[src/rtl/jk_cmd_driver_if.sv]
// ----------------------------------------------------------------------------
// jk_cmd_driver_if
// Command handshake between an upstream command source and jk_cmd_driver.
//   cmd_valid : command present (source -> driver)
//   cmd_op    : 2-bit command, 00 hold / 01 reset / 10 set / 11 toggle
//   cmd_ready : driver can accept a command this cycle (driver -> source)
// master modport is the command source, slave modport is the driver.
// ----------------------------------------------------------------------------
interface jk_cmd_driver_if;
    logic       cmd_valid;
    logic [1:0] cmd_op;
    logic       cmd_ready;

    modport master (
        output cmd_valid,
        output cmd_op,
        input  cmd_ready
    );

    modport slave (
        input  cmd_valid,
        input  cmd_op,
        output cmd_ready
    );
endinterface

[src/rtl/jk_cmd_driver.sv]
// ----------------------------------------------------------------------------
// jk_cmd_driver
// Upstream command stage for a single JK flip-flop cell. Brings the cell out
// of reset to a known q=0, then for each accepted command drives J/K for one
// cycle, lets the cell settle for one cycle, and compares the cell's q/qbar
// against an internal reference model. Mismatches set a sticky err flag and
// bump a saturating error counter; every completed command bumps cmd_cnt.
//
// Ports:
//   clk, rst          : clock, synchronous active-high reset
//   cmd               : command handshake (slave side: valid/op in, ready out)
//   j, k              : registered J/K drive to the cell
//   ff_rst            : registered synchronous reset to the cell
//   q_in, qbar_in     : cell outputs
//   model_q           : expected q after the most recently accepted command
//   busy              : high in every state except IDLE
//   err               : sticky mismatch flag (cleared only by rst)
//   err_cnt, cmd_cnt  : saturating failed-check / completed-command counts
// CNT_W must be at least 2.
// ----------------------------------------------------------------------------
module jk_cmd_driver #(
    parameter int CNT_W = 8
) (
    input  logic              clk,
    input  logic              rst,
    jk_cmd_driver_if.slave    cmd,
    output logic              j,
    output logic              k,
    output logic              ff_rst,
    input  logic              q_in,
    input  logic              qbar_in,
    output logic              model_q,
    output logic              busy,
    output logic              err,
    output logic [CNT_W-1:0]  err_cnt,
    output logic [CNT_W-1:0]  cmd_cnt
);

    localparam logic [2:0] ST_INIT_RST = 3'd0;
    localparam logic [2:0] ST_INIT_CLR = 3'd1;
    localparam logic [2:0] ST_IDLE     = 3'd2;
    localparam logic [2:0] ST_DRIVE    = 3'd3;
    localparam logic [2:0] ST_CHECK    = 3'd4;

    localparam logic [CNT_W-1:0] CNT_MAX = {CNT_W{1'b1}};
    localparam logic [CNT_W-1:0] CNT_ONE = {{(CNT_W-1){1'b0}}, 1'b1};

    logic [2:0]       state_r,   state_s;
    logic             j_r,       j_s;
    logic             k_r,       k_s;
    logic             ff_rst_r,  ff_rst_s;
    logic             ready_r,   ready_s;
    logic             busy_r,    busy_s;
    logic             model_q_r, model_q_s;
    logic             err_r,     err_s;
    logic [CNT_W-1:0] err_cnt_r, err_cnt_s;
    logic [CNT_W-1:0] cmd_cnt_r, cmd_cnt_s;

    // Reference model of the JK cell's q after applying a command.
    function automatic logic model_next(input logic cur, input logic [1:0] op);
        logic nxt;
        case (op)
            2'b00:   nxt = cur;
            2'b01:   nxt = 1'b0;
            2'b10:   nxt = 1'b1;
            2'b11:   nxt = ~cur;
            default: nxt = 1'b0;
        endcase
        return nxt;
    endfunction

    // Cell response check; the case-inequality makes any X/Z count as a
    // mismatch in simulation.
    function automatic logic check_mismatch(input logic q, input logic qb,
                                            input logic mq);
        return (q !== mq) || (qb !== ~mq);
    endfunction

    // Increment that sticks at all-ones instead of wrapping.
    function automatic logic [CNT_W-1:0] sat_inc(input logic [CNT_W-1:0] v);
        logic [CNT_W-1:0] r;
        if (v == CNT_MAX) begin
            r = v;
        end else begin
            r = v + CNT_ONE;
        end
        return r;
    endfunction

    // Next-state and next-output computation for the command sequencer.
    always_comb begin
        state_s   = state_r;
        j_s       = 1'b0;
        k_s       = 1'b0;
        ff_rst_s  = 1'b0;
        ready_s   = 1'b0;
        busy_s    = 1'b1;
        model_q_s = model_q_r;
        err_s     = err_r;
        err_cnt_s = err_cnt_r;
        cmd_cnt_s = cmd_cnt_r;
        case (state_r)
            ST_INIT_RST: begin
                // Release the cell reset but keep K asserted for one more
                // cycle so the cell is cleared by J/K as well.
                state_s = ST_INIT_CLR;
                k_s     = 1'b1;
            end
            ST_INIT_CLR: begin
                state_s = ST_IDLE;
                ready_s = 1'b1;
                busy_s  = 1'b0;
            end
            ST_IDLE: begin
                if (cmd.cmd_valid) begin
                    state_s   = ST_DRIVE;
                    j_s       = cmd.cmd_op[1];
                    k_s       = cmd.cmd_op[0];
                    model_q_s = model_next(model_q_r, cmd.cmd_op);
                end else begin
                    ready_s = 1'b1;
                    busy_s  = 1'b0;
                end
            end
            ST_DRIVE: begin
                // J/K return to hold so the cell keeps the driven value
                // while it is being checked.
                state_s = ST_CHECK;
            end
            ST_CHECK: begin
                state_s   = ST_IDLE;
                ready_s   = 1'b1;
                busy_s    = 1'b0;
                cmd_cnt_s = sat_inc(cmd_cnt_r);
                if (check_mismatch(q_in, qbar_in, model_q_r)) begin
                    err_s     = 1'b1;
                    err_cnt_s = sat_inc(err_cnt_r);
                end else begin
                    err_s     = err_r;
                    err_cnt_s = err_cnt_r;
                end
            end
            default: begin
                // Unreachable encoding: restart the cell initialisation.
                state_s  = ST_INIT_RST;
                ff_rst_s = 1'b1;
                k_s      = 1'b1;
            end
        endcase
    end

    // State and output registers with synchronous reset.
    always_ff @(posedge clk) begin
        if (rst) begin
            state_r   <= ST_INIT_RST;
            j_r       <= 1'b0;
            k_r       <= 1'b1;
            ff_rst_r  <= 1'b1;
            ready_r   <= 1'b0;
            busy_r    <= 1'b1;
            model_q_r <= 1'b0;
            err_r     <= 1'b0;
            err_cnt_r <= {CNT_W{1'b0}};
            cmd_cnt_r <= {CNT_W{1'b0}};
        end else begin
            state_r   <= state_s;
            j_r       <= j_s;
            k_r       <= k_s;
            ff_rst_r  <= ff_rst_s;
            ready_r   <= ready_s;
            busy_r    <= busy_s;
            model_q_r <= model_q_s;
            err_r     <= err_s;
            err_cnt_r <= err_cnt_s;
            cmd_cnt_r <= cmd_cnt_s;
        end
    end

    assign cmd.cmd_ready = ready_r;
    assign j             = j_r;
    assign k             = k_r;
    assign ff_rst        = ff_rst_r;
    assign model_q       = model_q_r;
    assign busy          = busy_r;
    assign err           = err_r;
    assign err_cnt       = err_cnt_r;
    assign cmd_cnt       = cmd_cnt_r;

endmodule

[src/flat_wrapper.sv]
// flat-port wrapper written by rule: the top's interface ports become plain ports
module jk_cmd_driver_flat 
#(
    parameter int CNT_W = 8
)
  (clk, rst, j, k, ff_rst, q_in, qbar_in, model_q, busy, err, err_cnt, cmd_cnt, cmd_cmd_valid, cmd_cmd_op, cmd_cmd_ready);
  jk_cmd_driver_if cmd_i ();
  input  logic clk;
  input  logic rst;
  output logic j;
  output logic k;
  output logic ff_rst;
  input  logic q_in;
  input  logic qbar_in;
  output logic model_q;
  output logic busy;
  output logic err;
  output logic [CNT_W-1:0] err_cnt;
  output logic [CNT_W-1:0] cmd_cnt;
  input wire logic [$bits(cmd_i.cmd_valid)-1:0] cmd_cmd_valid;
  input wire logic [$bits(cmd_i.cmd_op)-1:0] cmd_cmd_op;
  output wire logic [$bits(cmd_i.cmd_ready)-1:0] cmd_cmd_ready;
  assign cmd_i.cmd_valid = cmd_cmd_valid;
  assign cmd_i.cmd_op = cmd_cmd_op;
  assign cmd_cmd_ready = cmd_i.cmd_ready;
  jk_cmd_driver #(.CNT_W(CNT_W)) u_core (.clk(clk), .rst(rst), .cmd(cmd_i), .j(j), .k(k), .ff_rst(ff_rst), .q_in(q_in), .qbar_in(qbar_in), .model_q(model_q), .busy(busy), .err(err), .err_cnt(err_cnt), .cmd_cnt(cmd_cnt));
endmodule
[config.mk]
export PLATFORM = sky130hd
export DESIGN_NAME = jk_cmd_driver_flat
export DESIGN_NICKNAME = d
export VERILOG_FILES = /design/src/rtl/jk_cmd_driver_if.sv /design/src/rtl/jk_cmd_driver.sv /design/src/flat_wrapper.sv
export SDC_FILE = /design/constraint.sdc
export NUM_CORES = 1
export LEC_CHECK = 0
export BUFFER_PORTS_ARGS = -buffer_cell sky130_fd_sc_hd__buf_2
export CORE_ASPECT_RATIO = 0.8
export CORE_UTILIZATION = 54
export DETAILED_ROUTE_END_ITERATION = 12
export GPL_ROUTABILITY_DRIVEN = 0
export PLACE_DENSITY = 0.83
export SYNTH_ARGS = -nofsm -noshare
export SYNTH_HDL_FRONTEND = slang
export SYNTH_SLANG_ARGS = --single-unit
[constraint.sdc]
create_clock -name clk -period 4.7 [get_ports clk]
set_input_delay 0.235 -clock clk [delete_from_list [all_inputs] [get_ports clk]]
set_output_delay 0.235 -clock clk [all_outputs]
set_load 0.03 [all_outputs]
# Word level (Yosys, flattened, before mapping)
# Cells that the tools add are included.
# word_totals
regBits	26
in_bits	7
output_inout_bits	23
wordCells	51
# classes
add_sub_neg	2
eq_ne	12
n_mux	10
bitwise	6
reduce_logical	11
# ops
cell	count
8-bit by 1-bit adder with 8-bit output, second input constant	2
8-bit == test, second input constant	2
3-bit one-hot mux with 4 select lines	1
3-bit by 2-bit == test with 1-bit output, second input constant	2
1-bit inverter	6
1-bit one-hot mux with 2 select lines	3
3-bit AND reduction	2
3-bit OR reduction	2
5-bit OR reduction	1
2-bit == test, second input constant	2
1-bit 2-to-1 mux	4
2-bit AND reduction	2
3-bit by 1-bit == test with 1-bit output, second input constant	1
3-bit == test, second input constant	1
3-bit logical NOT	1
3-bit 2-to-1 mux	1
1-bit one-hot mux with 3 select lines	1
2-bit by 1-bit == test with 1-bit output, second input constant	1
2-bit logical NOT	1
2-bit inequality test, second input constant	1
1-bit !== test	2
2-bit OR reduction	1
1-bit logical OR	1

# Longest topological paths before layout
# depth
ltp_word	4
mapped_depth	5
mapped_depth_nobuf	5

# Worst setup path before layout
# OpenSTA, ideal clock, no wires.
# synth_timing
kind	reg2reg
start	register u_core.err_cnt_r[2], in the netlist u_core.err_cnt[2]
end	register u_core.err_cnt_r[7], in the netlist u_core.err_cnt[7]
setup_ns	0.116
arrival_time_ns	1.571
t_required_ns	4.584
slack_ns	3.013
path_stages_with_launch	5
n_path_buf	0
period_less_slack_ns	1.687
cell_sequence	dfxtp_1 and3_1 nand4_1 or4_1 and3b_1
# synth_between
elab_chain_cells	3
elab_cells_between_ends	4
# synth_rtl
item	line_no	text
start: declaration	jk_cmd_driver.sv:56	logic [CNT_W-1:0] err_cnt_r, err_cnt_s;
start signal: assignment	jk_cmd_driver.sv:163	err_cnt_r <= {CNT_W{1'b0}};
start signal: assignment	jk_cmd_driver.sv:174	err_cnt_r <= err_cnt_s;
parallel branches: the longest is 3 deep, another holds 8-bit by 1-bit adder with 8-bit output	n/a	
# Several ways; the timed one is not identified.
# A chain may end at the register's enable or synchronous reset.

# Worst setup path in the final report
# layout_timing
start	register u_core.state_r[2]
end	register u_core.err_cnt_r[0], in the netlist u_core.err_cnt[0]
# layout_between
elab_chain_cells	2
# layout_rtl
item	line_no	text
start: declaration	jk_cmd_driver.sv:48	logic [2:0] state_r, state_s;
start signal: assignment	jk_cmd_driver.sv:166	state_r <= state_s;
3-bit == test	jk_cmd_driver.sv:102	case (state_r)
3-bit AND reduction (no line)	n/a	
# Every way passes these cells.

==> run summary <==
Buffers & Inverters on Critical Path -> 0
status -> finished clean
vias -> 976
die width -> 52.8 um
Switching Power -> 0.0956 mW
vias in the first global route -> 869
crit-path max cell delay -> 0.45 ns
Top Metal Used -> met4
Final Util -> 68.9%
max cap viols -> 0
Max Fclk -> 542 MHz
share of power burned in registers -> 61.4%
CORE AREA -> 1910 um2
GRT Total Usage -> 22.1%
setup TNS -> 0 ns
largest net degree at the start of global routing -> 27
synth warn -> 0
DRT iter0 DRCs -> 9
Synth Flop Type -> dfxtp_1
nature of the critical path startpoint -> flop
Area Overhead vs Synth -> 18.0%
number of flops mapped to enable cells by yosys -> 0
CP Class -> flop to flop
Top Ports -> 30
Post-DP Area -> 1280 um2
vias per cell -> 5.55
Final Total Pwr -> 0.385 mW
CTS Buf Count -> 3
slowest cell on the critical path -> dfxtp_1
worst-margin pin slew -> 0.426 ns
Final Slew Violations -> 0
Slew headroom -> 71.6%
critical path endpoint category -> flop
drt pass-1 iters -> 4
Post-Syn Nets -> 131
Clk network pwr share -> 28.8%
Yosys reg bits -> 26
Syn Area/Cell -> 9.14 um2
post-route DRC violation count -> 0
clock sink total -> 26
clock slew at reported path FFs -> 0.13 ns
combinational cell fraction of total power -> 9.8%
Worst Path Max Fanout -> 8
total grt overflow -> 0
antenna-violating nets left -> 0
Tcrit/Tclk final -> 39.3%
WL met3 -> 111 um
# port buffers -> 29
DRT Wirelength -> 2090 um
Ant. Diodes -> 0
RSZ-0062 raised after global routing -> false
hold slack -> 0.151 ns
CTS root buffer -> clkbuf_4
Final Hold Fails -> 0
WL/cell -> 11.9 um
Setup-failing EPs final -> 0
worst skew pair latency -> 0.32 ns
Max VDD drop -> 0.000289 V
initial antenna violation count -> 0
Initial Utilization -> 58.4%
Worst EP required -> 4.92 ns
length of routed met2 wiring -> 945 um
hold crit path type -> primary input to flop
DP HPWL -> 1570 um
LEAKAGE -> 0.571 nW
design area -> 1320 um2
full die area -> 2250 um2
# Post-CTS Setup Buffers -> 0
switch share -> 24.8%
Die Height -> 42.6 um
CP delay by family, top -> simple AND/OR/NAND/NOR gates
share of layout cells above drive strength 1 -> 25.0%
CTS resizes -> 0
P_int -> 0.289 mW
Post-Syn Area -> 1110 um2
critical path arrival -> 2.07 ns
wl on met1 -> 1010 um
ys async rst share -> 0%
register area share after synthesis -> 46.7%
Setup Skew -> 0.00486 ns
Post-CTS Hold Buffers -> 0
Post-Synthesis Cells -> 122
P per Cell Area -> 293 nW/um2
Rows -> 14
clk buf depth -> 2
H-tree depth -> 1
Fillers -> 165
worst-path cell chain -> nor3b_4 > and3_1 > a21boi_0 > mux2_2
Final Critical Period -> 1.85 ns
Unique masters post-synth -> 32
TritonCTS clock tree -> built
first-pass GRT wire length -> 3620 um
nets@finish -> 162
## tightest hold or removal path: stages
cell	delay, ns
buf_2	0.09
nand2_1	0.07
nor2_1	0.04
## layer usage
layer,vias up,global-route usage [%]
met4,0,8.95
met1,442,26.3
li1,504,-
met3,4,8.33
met5,-,0
met2,26,35.4
## cells in the final DEF, fill, tap and decap left out, types with 4 or more instances in the layout
cell type  synthesis  routed
or4_1              4       4
a21oi_1            6       6
mux2i_1            4       4
nor2_1            15      15
buf_2              0      29
dfxtp_1           26      26
nand2_1            9       9
nand4_1            6       6
xor2_1             5       5
o21ai_0           10      10
## logic make-up after synthesis
| family | synth area share [%] |
|---|---|
| xor+xnor | 4.71 |
| flops | 46.7 |
| mux | 4.60 |
| buf+inv | 2.02 |
| compound gates | 12.0 |
| simple gates | 27.7 |
| fa+ha+maj | 2.24 |
## synth_stat cells, types with 2 or more instances
| cell | n | area, um2 |
|---|---|---|
| dfxtp_1 | 26 | 521 |
| nor2_1 | 15 | 56.3 |
| o21ai_0 | 10 | 50.1 |
| nand2_1 | 9 | 33.8 |
| a21oi_1 | 6 | 30.0 |
| nand4_1 | 6 | 37.5 |
| xor2_1 | 5 | 43.8 |
| mux2i_1 | 4 | 40.0 |
| or4_1 | 4 | 30.0 |
| and3_1 | 3 | 18.8 |
| inv_1 | 3 | 11.3 |
| nand2b_1 | 3 | 18.8 |
| o31ai_1 | 3 | 22.5 |
| clkbuf_1 | 2 | 7.51 |
| ha_1 | 2 | 25.0 |
| nand3b_1 | 2 | 15.0 |
| nor3_1 | 2 | 10.0 |
| o211ai_1 | 2 | 15.0 |
| or3_1 | 2 | 12.5 |
## area by class of cell
class	count	area, um2	share of cell area [%]
well taps	24	30.0	2.28
repair buffers	29	145	11.0
multi-input cells	90	572	43.5
inverters	3	11.3	0.856
clock buffers	4	36.3	2.76
flip-flops and latches	26	520	39.6
## state kept, by name (all words and copies together) (netlist names)
register	flops
u_core.k	1
u_core.cmd_cnt	8
u_core.cmd.cmd_ready	1
u_core.state_r	3
u_core.ff_rst	1
u_core.busy	1
u_core.err	1
u_core.err_cnt	8
u_core.model_q	1
u_core.j	1
## path summary, 6_finish.rpt
check             slack, ns              start                end  cells past startpoint
setup / recovery       2.85  u_core.state_r[2]  u_core.err_cnt[0]                      4
hold / removal         0.15      cmd_cmd_op[1]           u_core.j                      3
setup reg to reg       2.85  u_core.state_r[2]  u_core.err_cnt[0]                      4
hold reg to reg        0.49         u_core.err         u_core.err                      2
## power by group through the flow
stage          Sequential [mW]  Combinational (mW)  Clock, mW
3_3_place_gp             0.241              0.0370          0
2_1_floorplan            0.252              0.0148          0
6_report                 0.236              0.0377      0.111
5_1_grt                  0.238              0.0411      0.126
4_1_cts                  0.236              0.0381      0.116
3_5_place_dp             0.241              0.0380          0
## through the flow
step / worst slack [ns] / cells
global placement: 2.95 / 172
finish: 2.85 / 176
CTS: 2.87 / 176
detailed placement: 2.89 / 172
global route: 2.69 / 176
floorplan: 3.01 / 122
Note: power is estimated with default switching activity, not from simulation.
